==> config.mk <==
export PLATFORM = sky130hd
export DESIGN_NAME = srio_nwr_scheduler
export DESIGN_NICKNAME = d
export VERILOG_FILES = /design/src/rtl/srio_nwr_pkg.sv /design/src/rtl/srio_rr_arbiter.sv /design/src/rtl/srio_nwr_scheduler.sv
export SDC_FILE = /design/constraint.sdc
export NUM_CORES = 1
export LEC_CHECK = 0
export ABC_AREA = 1
export CAP_MARGIN = 40
export CORE_AREA = 2 2 161 163
export CTS_CLUSTER_DIAMETER = 80
export DETAILED_ROUTE_END_ITERATION = 7
export DIE_AREA = 0 0 163 165
export PLACE_DENSITY = 0.92
export SYNTH_ARGS = -nofsm -noshare
export SYNTH_HDL_FRONTEND = slang
export SYNTH_HIERARCHICAL = 1
export SYNTH_SLANG_ARGS = --single-unit
export TNS_END_PERCENT = 10
==> constraint.sdc <==
create_clock -name clk_srio -period 5.9 [get_ports clk_srio]
set_input_delay 0.885 -clock clk_srio [delete_from_list [all_inputs] [get_ports clk_srio]]
set_output_delay 0.885 -clock clk_srio [all_outputs]
set_load 0.03 [all_outputs]
==> src/rtl/srio_nwr_pkg.sv <==
// srio_nwr_pkg: shared types, widths and helpers for the SRIO NWRITE scheduler
package srio_nwr_pkg;
    localparam int NUM_REQ    = 2;
    localparam int DATA_W     = 64;
    localparam int KEEP_W     = 8;
    localparam int LEN_W      = 16;
    localparam int ADDR_W_DEF = 34;

    typedef enum logic [1:0] {IDLE, REQ, XFER, WAIT_DONE} state_t;

    function automatic logic [LEN_W-1:0] round8(input logic [LEN_W-1:0] len);
        return (len + LEN_W'(7)) & ~LEN_W'(7);
    endfunction
endpackage

==> src/rtl/srio_rr_arbiter.sv <==
// srio_rr_arbiter: two-requester round-robin grant; ptr_q names the requester with priority
module srio_rr_arbiter
    import srio_nwr_pkg::*;
(
    input  logic               clk,
    input  logic               rst,
    input  logic [NUM_REQ-1:0] req,
    input  logic               update,
    input  logic               served,
    output logic [NUM_REQ-1:0] gnt
);
    logic ptr_q, ptr_d;

    always_comb begin
        ptr_d = update ? ~served : ptr_q;
        gnt   = req[ptr_q]  ? (ptr_q ? 2'b10 : 2'b01) :
                req[~ptr_q] ? (ptr_q ? 2'b01 : 2'b10) : 2'b00;
    end

    always_ff @(posedge clk or posedge rst) begin
        if (rst) ptr_q <= 1'b0;
        else     ptr_q <= ptr_d;
    end
endmodule

==> src/rtl/srio_nwr_scheduler.sv <==
// srio_nwr_scheduler: arbitrates two packet sources onto one SRIO NWRITE user port.
// Optional done-timeout recovery under `SRIO_NWR_DONE_TIMEOUT_EN.
module srio_nwr_scheduler
    import srio_nwr_pkg::*;
#(
    parameter int ADDR_W      = ADDR_W_DEF,
    parameter int WIN_BYTES   = 65536,
    parameter int TIMEOUT_CYC = 4096
) (
    input  logic                  clk_srio,
    input  logic                  reset_srio,
    input  logic [1:0]            req_in,
    input  logic [127:0]          req_tdata_in,
    input  logic [15:0]           req_tkeep_in,
    input  logic [31:0]           req_tlen_in,
    input  logic [1:0]            req_tvalid_in,
    input  logic [1:0]            req_tfirst_in,
    input  logic [1:0]            req_tlast_in,
    output logic [1:0]            req_tready_out,
    input  logic [2*ADDR_W-1:0]   base_addr_in,
    output logic [1:0]            grant_out,
    output logic                  busy_out,
    output logic                  nwr_req_out,
    input  logic                  nwr_ready_in,
    input  logic                  nwr_done_in,
    output logic [ADDR_W-1:0]     user_taddr_out,
    output logic [15:0]           user_tlen_out,
    output logic [63:0]           user_tdata_out,
    output logic [7:0]            user_tkeep_out,
    output logic                  user_tvalid_out,
    output logic                  user_tfirst_out,
    output logic                  user_tlast_out,
    input  logic                  user_tready_in,
    output logic                  timeout_err_out
);
    localparam logic [ADDR_W:0] WIN     = (ADDR_W+1)'(WIN_BYTES);
    localparam logic [ADDR_W:0] MAX_PKT = (ADDR_W+1)'(256);

    state_t              state_q, state_d;
    logic [1:0]          grant_q, grant_d, gnt;
    logic [ADDR_W-1:0]   taddr_q, taddr_d, nxt_off;
    logic [ADDR_W-1:0]   off_q [NUM_REQ];
    logic [ADDR_W-1:0]   off_d [NUM_REQ];
    logic [LEN_W-1:0]    tlen_q, tlen_d;
    logic [ADDR_W:0]     nxt_end;
    logic                g, win, xfer, beat_last, arb_upd;

    srio_rr_arbiter u_arb (
        .clk    (clk_srio),
        .rst    (reset_srio),
        .req    (req_in),
        .update (arb_upd),
        .served (g),
        .gnt    (gnt)
    );

    assign g         = grant_q[1];
    assign win       = gnt[1];
    assign xfer      = state_q == XFER;
    assign beat_last = xfer & req_tvalid_in[g] & user_tready_in & req_tlast_in[g];
    assign nxt_off   = off_q[g] + ADDR_W'(round8(tlen_q));
    assign nxt_end   = {1'b0, nxt_off} + MAX_PKT;

    assign grant_out      = grant_q;
    assign busy_out       = state_q != IDLE;
    assign nwr_req_out    = state_q == REQ;
    assign user_taddr_out = taddr_q;
    assign user_tlen_out  = tlen_q;

    always_comb begin
        user_tdata_out  = xfer ? (g ? req_tdata_in[127:64] : req_tdata_in[63:0]) : '0;
        user_tkeep_out  = xfer ? (g ? req_tkeep_in[15:8] : req_tkeep_in[7:0]) : '0;
        user_tvalid_out = xfer & req_tvalid_in[g];
        user_tfirst_out = xfer & req_tfirst_in[g];
        user_tlast_out  = xfer & req_tlast_in[g];
        req_tready_out  = xfer ? (g ? {user_tready_in, 1'b0} : {1'b0, user_tready_in}) : 2'b00;
    end

`ifdef SRIO_NWR_DONE_TIMEOUT_EN
    localparam int CW = $clog2(TIMEOUT_CYC + 1);
    logic [CW-1:0] cnt_q, cnt_d;
    logic          tmo_q, tmo_d;
    assign timeout_err_out = tmo_q;
`else
    assign timeout_err_out = 1'b0;
`endif

    always_comb begin
        state_d = state_q;
        grant_d = grant_q;
        taddr_d = taddr_q;
        tlen_d  = tlen_q;
        off_d   = off_q;
        arb_upd = 1'b0;
`ifdef SRIO_NWR_DONE_TIMEOUT_EN
        tmo_d   = 1'b0;
        cnt_d   = state_q == WAIT_DONE ? cnt_q + 1'b1 : '0;
`endif
        case (state_q)
            IDLE: if (|req_in) begin
                grant_d = gnt;
                tlen_d  = win ? req_tlen_in[31:16] : req_tlen_in[15:0];
                taddr_d = (win ? base_addr_in[2*ADDR_W-1:ADDR_W] : base_addr_in[ADDR_W-1:0]) + off_q[win];
                state_d = REQ;
            end
            REQ:  if (nwr_ready_in) state_d = XFER;
            XFER: if (beat_last) state_d = WAIT_DONE;
            default: begin
                if (nwr_done_in) begin
                    off_d[g] = nxt_end > WIN ? '0 : nxt_off;
                    arb_upd  = 1'b1;
                    grant_d  = '0;
                    state_d  = IDLE;
                end
`ifdef SRIO_NWR_DONE_TIMEOUT_EN
                else if (cnt_q == CW'(TIMEOUT_CYC - 1)) begin
                    tmo_d   = 1'b1;
                    arb_upd = 1'b1;
                    grant_d = '0;
                    state_d = IDLE;
                end
`endif
            end
        endcase
    end

    always_ff @(posedge clk_srio or posedge reset_srio) begin
        if (reset_srio) begin
            state_q  <= IDLE;
            grant_q  <= '0;
            taddr_q  <= '0;
            tlen_q   <= '0;
            off_q[0] <= '0;
            off_q[1] <= '0;
`ifdef SRIO_NWR_DONE_TIMEOUT_EN
            cnt_q    <= '0;
            tmo_q    <= 1'b0;
`endif
        end else begin
            state_q  <= state_d;
            grant_q  <= grant_d;
            taddr_q  <= taddr_d;
            tlen_q   <= tlen_d;
            off_q    <= off_d;
`ifdef SRIO_NWR_DONE_TIMEOUT_EN
            cnt_q    <= cnt_d;
            tmo_q    <= tmo_d;
`endif
        end
    end
endmodule

==> results.py <==
metrics = {
    "setup_path": {
        "critPathMaxStageDelay_ns": 0.37,
        "crit_top_cell": "nand2_1",
        "arrival_ns": 5.44,
        "crit_type": "flop to flop",
        "critical_path.slowest_cell": "dfrtp_1",
        "required_ns": 6.26,
        "cp-end-kind": "flop",
        "worstSetupStartpointType": "flop",
        "cp_max_fo": 11,
    },
    "synth": {
        "yosysTopAreaCell": "dfrtp_1",
        "synth_top_area_share_pct": 26.6,
        "ys_types": 51,
        "syn_nets": 2241,
        "synth-main-ff-cell": "dfrtp_1",
        "netlist_area_um2": 11600,
        "synth_edf_count": 0,
        "synth_seq_area_share_pct": 26.6,
        "async_flop_share_pct": 100,
        "synth-seq-cells": 123,
        "synthCells": 1932,
        "ys.warnings.count": 6,
        "synth_area_per_cell_um2": 6.00,
        "ys_top_cells_by_area": "dfrtp_1, nand2_1, nor2_1, o21ai_0, inv_1",
    },
    "grt": {
        "grt_max_degree": 116,
        "use_met2_pct": 57.9,
        "grt_pass1_wl_mm": 73.5,
        "use_met1_pct": 43.6,
        "top_usage_layer": "met2",
        "gr-total-overflow": 0,
        "grt_pass1_vias": 13500,
        "grt_usage_pct": 35.9,
        "use_met3_pct": 11.4,
        "antenna_found_initial": 2,
    },
    "sta": {
        "layout_min_cycle_time_ns": 5.08,
        "slew_violations": 0,
        "tightest_slew_ns": 0.790,
        "finClkSkew_ns": 0.00736,
        "setup-tns-final_ns": 0,
        "rsz0062_at_grt": "false",
        "max_slew_margin_pct": 47.3,
        "fin_crit_sh_pct": 86.1,
        "final_hold_viol_count": 0,
        "setup_viol": 0,
        "fmax_mhz": 197,
    },
    "floorplan": {
        "initial_core_util_pct": 46.3,
        "core-area_um2": 25000,
        "die_h_um": 165,
        "fp.dieArea_um2": 26900,
        "row_count": 58,
        "fp.dieW_um": 163,
        "io_pins": 389,
    },
    "run": {
        "max-cap-violations": 0,
    },
    "detailed_routing": {
        "num_vias": 14300,
        "drtIter0Drc": 1606,
        "postRouteAntennaNets": 0,
        "wl_per_cell_um": 18.9,
        "viasPerCell": 5.46,
        "routed_wl_mm": 49.6,
        "drc_errors": 0,
        "first_pass_iters": 6,
    },
    "clock_network": {
        "path_clk_slew_ns": 0.06,
        "clockBufferDepth": 2,
        "clock_latency_ns": 0.43,
        "cts_buffers": 17,
        "clock_sinks": 123,
        "cts.hold.buffers_added": 0,
        "cts_tree": "yes",
        "htree_levels": 4,
        "cts-root-buf": "clkbuf_16",
    },
    "pwr": {
        "p_per_area_nw_per_um2": 460,
        "peakVddDrop_mv": 0.236,
        "p_leak_nw": 7.98,
    },
    "cells_and_area": {
        "final_area_um2": 16300,
        "final_cells": 2622,
        "drive_gt1_share_pct": 6.50,
        "layout.nets": 2588,
        "diodes": 0,
        "layout_common_cells": "nand2_1, clkdlybuf4s50_1, nor2_1",
        "fillCellCount": 2156,
        "mostFrequentLayoutCell": "nand2_1",
        "area_growth_pct": 40.9,
    },
    "worst_hold_path": {
        "holdCritPathClass": "flop to flop",
    },
    "placed_design": {
        "post-place-cells": 2586,
        "io_buffers": 387,
        "placed_cell_area_um2": 15700,
        "gp_congestion": 1.01,
        "place_hpwl_mm": 38.6,
    },
    "status": {
        "status": "completed",
    },
}
==> final cells by class <==
cell class,instances,area (um2),area share (%)
Multi-Input combinational cell,1521,7390,45.3
Clock inverter,13,120,0.736
Clock buffer,19,443,2.71
Sequential cell,123,3080,18.9
Timing Repair Buffer,403,4070,24.9
Inverter,213,808,4.95
Tap cell,330,413,2.53
==> power breakdown <==
| group | switching (mW) | leakage [nW] | internal (mW) |
|---|---|---|---|
| sequential | 0.236 | 1.58 | 1.12 |
| clock | 0.420 | 0.270 | 0.592 |
| combinational | 3.45 | 6.12 | 1.69 |
| total | 4.10 | 7.98 | 3.40 |
==> metal layers <==
layer | wire length, um | up-vias | share of wire, %
met1 | 19100 | 6556 | 38
met2 | 22400 | 757 | 45
met4 | 2330 | 6 | 4.7
li1 | - | 6849 | -
met5 | 147 | - | 0.30
met3 | 5650 | 145 | 11
==> worst paths after layout <==
path | end | slack (ns) | depth (start not counted) | from
min | user_taddr_out[0] | 0.48 | 2 | user_taddr_out[0]
max | off_q[41] | 0.82 | 34 | user_tlen_out[0]
min in group asynchronous | u_arb/ptr_q | 0.87 | 2 | reset_srio
max reg2reg | off_q[41] | 0.82 | 34 | user_tlen_out[0]
max in group asynchronous | off_q[12] | 3.98 | 3 | reset_srio
min reg2reg | user_taddr_out[0] | 0.48 | 2 | user_taddr_out[0]
==> synth_stat cells (5+ instances only) <==
cell type and n:
ha_1 50, nor2_4 7, o31ai_1 5, nor2_2 14
dfrtp_1 123, nand2_4 6, clkbuf_1 60, a31oi_1 30
a21oi_1 53, nand2_1 625, xnor2_1 5, nand3_1 99
a21o_1 5, o21ai_1 5, o21ai_0 163, buf_2 7
inv_2 9, nand4_1 46, xor2_1 16, buf_6 7
nand2_2 24, nor2_1 296, nor3_1 9, inv_1 200
or2_2 21
==> sequential cells by signal, summed over array words and instances, names as in the netlist <==
signal,cells
state_q,2
grant_out,2
user_taddr_out,34
off_q,68
user_tlen_out,16
u_arb/ptr_q,1
==> through the flow <==
stage                     setup WS (ns)  power, mW  util (%)  hold slack, ns
after floorplan                    1.34       4.47         -           0.449
after global placement            0.818       6.20      62.5           0.457
after detailed placement          0.603       6.30      62.7           0.462
after CTS                         0.556       7.34      65.0           0.477
after global routing             0.0147       7.96      65.2           0.499
final                             0.821       7.50      65.2           0.478
==> critical path: cells and delay by family, from the launching register on <==
family / cells / cell delay [ns]
buf+inv: 5 / 0.41
xor+xnor: 1 / 0.17
flops: 1 / 0.37
compound gates: 2 / 0.46
simple gates: 25 / 3.28
fa+ha+maj: 1 / 0.32
==> timing repair <==
action,in CTS,in global routing
buffers inserted,0,3
endpoints found under the setup margin,0,32
resized for setup,0,2
==> cell families (layout without fill, tap and decap cells) <==
logic type | after synthesis | in the layout | synth area share, %
DFF | 123 | 123 | 26.6
other | 1 | 1 | 0.0324
and+or+nand+nor | 1164 | 1165 | 42.6
buffers and inverters | 289 | 648 | 10.1
adders and majority gates | 52 | 52 | 5.75
muxes | 1 | 1 | 0.0864
AOI/OAI and AO/OA | 281 | 281 | 13.3
xor gates and xnor gates | 21 | 21 | 1.59
(Power assumes the default switching activity.)
==> patch 1, RTL diff (same settings) <==
The 4 states of `state_t` get a one-hot encoding in 4 bits.
--- a/src/rtl/srio_nwr_pkg.sv
+++ b/src/rtl/srio_nwr_pkg.sv
@@ -8,3 +8,3 @@
 
-    typedef enum logic [1:0] {IDLE, REQ, XFER, WAIT_DONE} state_t;
+    typedef enum logic [3:0] {IDLE = 4'b0001, REQ = 4'b0010, XFER = 4'b0100, WAIT_DONE = 4'b1000} state_t;
 
Behaviour: same outputs for any inputs over 4 cycles, from zero or initial values and one cycle with reset_srio high; so few cycles prove little.
==> patch 1 against the unedited design <==
- sequential cell count grew 2
- area after synthesis shrank 3.6%
- worst setup slack lost 73 ps
- fmax shrank 1.4%
- sequential power grew 4%
- sequential share of layout area grew 0.86 points
- final cell count shrank 2.4%
- wire length shrank 15%
- core utilization shrank 1.8 points
- power shrank 14%
- final area shrank 2.8%
- critical path type unchanged
==> patch 1: results (changes against the unedited design) <==
* Outcome: finished clean (unchanged)
* Filler cells at 2194 (was 2156)
* Final Net Count at 2518 (was 2588)
* Worst reg2reg path depth at 38 (was 34)
* Share of cells above drive strength 1 at 5.08% (was 6.50%)
* Slew headroom at 39.5% (was 47.3%)
* Crit path to: off_q[43] (was off_q[41])
* Sw power at 3320 uW (was 4100 uW)
* Total vias in the final route at 13500 (was 14300)
* Routed wire length at 42200 um (was 49600 um)
* DP Wirelength at 33200 um (was 38600 um)
* Crit path DAT at 5520 ps (was 5440 ps)
* Port bufs at 387 (unchanged)
* Static Leakage at 0.00765 uW (was 0.00798 uW)
* Largest net degree at the start of global routing at 115 (was 116)
* Final GP Congestion at 0.940 (was 1.01)
* Clk_skew at 7.88 ps (was 7.36 ps)
* Synth cell types at 45 (was 51)
* Drt pass-1 iters at 5 (was 6)
* Critical path's slowest cell: ha_1 (was dfrtp_1)
* Peak supply drop at 0.000275 V (was 0.000236 V)
* Sequential area share after synthesis at 28.0% (was 26.6%)
* Initial antenna violation count at 4 (was 2)
* Reg2reg setup slack at 750 ps (was 820 ps)
* Crit path max fanout at 32 (was 11)
* Syn nets at 2171 (was 2241)
* Commonest cells in the netlist: nand2_1, inv_1, nor2_1 (was nand2_1, nor2_1, inv_1)
* Detailed Route Iter0 Violations at 1182 (was 1606)
==> patch 1: changes by cell type after synthesis, sizes merged, moves of 12 or more <==
cell    before  now
nand4       46   11
nand2      655  752
a31oi       30    5
clkbuf      60   46
nand3      100  120
a21oi       56  125
buf         16   28
o21ai      172  116
nor2       317  171
==> patch 1: worst min-delay path by stage <==
stage | start | end | slack, ps
floorplan | off_q[40] | off_q[40] | 450
detailed placement | user_taddr_out[20] | user_taddr_out[20] | 470
finish | user_taddr_out[0] | user_taddr_out[0] | 470
global route | user_taddr_out[20] | user_taddr_out[20] | 500
global placement | user_taddr_out[0] | user_taddr_out[0] | 460
CTS | user_taddr_out[0] | user_taddr_out[0] | 480
==> patch 1: per-stage QoR <==
step,utilization [%],setup WS [ps],hold WS (ps),std cells,instance area (sq um)
after floorplan,-,1220,449,1866,11200
after global placement,60.9,815,456,2523,15200
after detailed placement,61.0,610,466,2524,15300
after CTS,63.3,535,480,2556,15800
after global routing,63.4,2.04,498,2559,15900
final,63.4,748,475,2559,15900
==> patch 1: final cells by class <==
class	count	share of cell area [%]
clock buffer	19	2.85
multi-input combinational	1461	43.8
timing repair buffer	402	25.4
sequential	125	19.7
tap	330	2.60
clock inverter	13	0.733
antenna	3	0.0473
inverter	206	4.89
==> patch 1: power groups by stage <==
stage	combinational [uW]	sequential [uW]	clock, uW
after floorplan	2390	1670	0
after global placement	3860	1400	0
after detailed placement	3950	1410	0
after CTS	4000	1400	1010
after global routing	4430	1440	1060
final	4050	1410	1020
==> patch 1: repair_timing <==
item / in CTS / in global routing
endpoints found under the hold margin: 0 / 0
setup endpoints to repair: 0 / 32
gates resized for setup: 0 / 5
==> patch 1: worst max-delay path, delay by kind of cell, from the launching register on <==
family	cells	cell delay, ps
and+or+nand+nor	28	3190
buffers and inverters	6	570
AOI/OAI and AO/OA	2	430
adders and majority gates	1	370
DFF	1	360
xor gates and xnor gates	1	160
==> patch 1: per-layer routing <==
metal | global-route usage, % | up-vias | share of wire [%]
li1 | - | 6599 | -
met1 | 34.8 | 6162 | 38
met2 | 55.5 | 610 | 50
met3 | 6.15 | 116 | 7.4
met4 | 14.0 | 4 | 4.3
met5 | 0 | - | 0.064
==> patch 1: cell families after synthesis <==
| logic type | share of synthesized area (%) |
|---|---|
| AND/OR/NAND/NOR | 40.2 |
| AO/OA/AOI/OAI | 13.7 |
| buffers and inverters | 10.0 |
| flip-flops | 28.0 |
| adder cells (fa/ha/maj) | 5.51 |
| XOR/XNOR | 2.59 |
| other | 0.0336 |
==> patch 2, RTL diff (config.mk and constraints unchanged) <==
Made on the original files. Set the package constant `ADDR_W_DEF` to 17 (it was 34).
--- a/src/rtl/srio_nwr_pkg.sv
+++ b/src/rtl/srio_nwr_pkg.sv
@@ -6,3 +6,3 @@
     localparam int LEN_W      = 16;
-    localparam int ADDR_W_DEF = 34;
+    localparam int ADDR_W_DEF = 17;
 
Interface: changed (resized base_addr_in and user_taddr_out); port bits go from 389 to 338. No check against the original RTL was run, so the function may have changed too.
==> patch 2 against the unedited design <==
- sequential cell count decreased by 51
- final area down 35%
- final cell count is 34% lower
- clock power fell by 45%
- largest power group unchanged
- power fell by 25%
- area after synthesis decreased by 42%
- worst setup slack improved by 1000 ps
- wire length is 41% lower
==> patch 2: results (changes against the unedited design) <==
* Outcome: finished clean (unchanged)
* Clock Latency Late Sink at 340 ps (was 430 ps)
* Sequential area share after synthesis at 26.6% (about the same)
* Reg2reg setup slack at 1990 ps (was 820 ps)
* Filler cells at 2466 (was 2156)
* FF-to-FF End: off_q[4] (was off_q[41])
* Hold Path Class: reg2reg (unchanged)
* CTS Buf Count at 9 (was 17)
* Clk_skew at 8.98 ps (was 7.36 ps)
* Crit path DAT at 3190 ps (was 5440 ps)
* Final GP Congestion at 0.899 (was 1.01)
* Final hold slack at 484 ps (was 478 ps)
* Peak supply drop at 0.000299 V (was 0.000236 V)
* DR WL/cell at 16.9 um (was 18.9 um)
* Slew headroom at 45.4% (was 47.3%)
* Vias in the first global route at 7829 (was 13500)
* Global-route wire length before repair at 42800 um (was 73500 um)
* Largest net degree at the start of global routing at 80 (was 116)
* Hold_sp: off_q[22] (was user_taddr_out[0])
* Ys flop type: dfrtp_1 (unchanged)
* Crit path max fanout at 61 (was 11)
* Port bufs at 336 (was 387)
* Post-CTS Resized at 0 (unchanged)
* Syn nets at 1365 (was 2241)
* Worst reg2reg path depth at 20 (was 34)
* Setup Buffers After CTS at 0 (unchanged)
* Total vias in the final route at 8455 (was 14300)
* Commonest cells in the netlist: nand2_1, nor2_1, o21ai_0 (was nand2_1, nor2_1, inv_1)
* Synth cell types at 41 (was 51)
* Min-Delay Endpoint: off_q[22] (was user_taddr_out[0])
* DP Wirelength at 23600 um (was 38600 um)
* H-tree Lvls at 3 (was 4)
* Tot GR Track Use at 20.5% (was 35.9%)
* Root Buffer Master: clkbuf_16 (unchanged)
* Share of cells above drive strength 1 at 4.33% (was 6.50%)
* Final Net Count at 1663 (was 2588)
* Top cells by area, synth: dfrtp_1, nand2_1, nor2_1 (unchanged)
* Pre-CTS setup slack at 1780 ps (was 603 ps)
* Detailed Route Iter0 Violations at 696 (was 1606)
* Largest register FFs at 34 (was 68)
* Static Leakage at 0.00502 uW (was 0.00798 uW)
* Final worst-path cycle share at 69.0% (was 86.1%)
* Initial antenna violation count at 0 (was 2)
patch 2: cell count changes after synthesis, moves of 7 or more:
cell	before	now
nand2_1	625	305
or2_2	21	5
inv_1	200	118
dfrtp_1	123	72
o21ai_0	163	121
clkbuf_1	60	38
a21oi_1	53	18
nor2_1	296	189
ha_1	50	33
buf_1	0	7
nand3_1	99	35
nand2_2	24	11
nor2_4	7	0
nor2_2	14	7
patch 2: routing by layer:
layer  routed length [um]  track usage, %  vias to the layer above
met5                    0               0                        -
met1                12100            26.9                     3884
met4                  619            5.47                        0
met2                13500            31.9                      373
li1                     -               -                     4155
met3                 3090            7.31                       43
patch 2: cell families after synthesis:
kind of cell,synth area share (%)
buf+inv,10.9
simple gates,38.4
mux,0.148
fa+ha+maj,6.70
other cells,0.0555
xor+xnor,3.00
compound gates,14.1
flops,26.6
patch 2: cell type report:
class | instances | area share (%)
repair buffers | 344 | 32.2
inverters | 124 | 4.36
clock buffers | 10 | 2.15
multi-input cells | 854 | 39.8
well taps | 330 | 3.87
clock inverters | 6 | 0.657
flip-flops and latches | 72 | 16.9
patch 2: metrics by stage:
step,power (uW),cell area (sq um),std cells
3_3_place_gp,4950,10300,1723
2_1_floorplan,3670,6760,1107
6_report,5660,10700,1740
3_5_place_dp,5040,10400,1724
4_1_cts,5630,10700,1740
5_1_grt,6110,10700,1740
patch 2: critical path: stages, from the launching register on:
cell             delay, ps
dfrtp_2                600
inv_2                  380
buf_4                  600
nor2_1                  80
nor2_1                 370
clkdlybuf4s50_1        780
patch 2: worst max path at each step:
| stage | from | to | cells past startpoint |
|---|---|---|---|
| 6_report | grant_out[1] | user_tkeep_out[6] | 5 |
| 3_3_place_gp | req_in[1] | user_taddr_out[14] | 17 |
| 3_5_place_dp | req_in[1] | user_taddr_out[14] | 17 |
| 2_1_floorplan | req_in[1] | user_taddr_out[14] | 19 |
| 5_1_grt | user_tlen_out[1] | off_q[10] | 20 |
| 4_1_cts | grant_out[1] | user_tdata_out[2] | 5 |
patch 2: power by group:
group | switching [uW] | internal [uW]
sequential | 210 | 718
combinational | 2710 | 1470
clock | 222 | 329
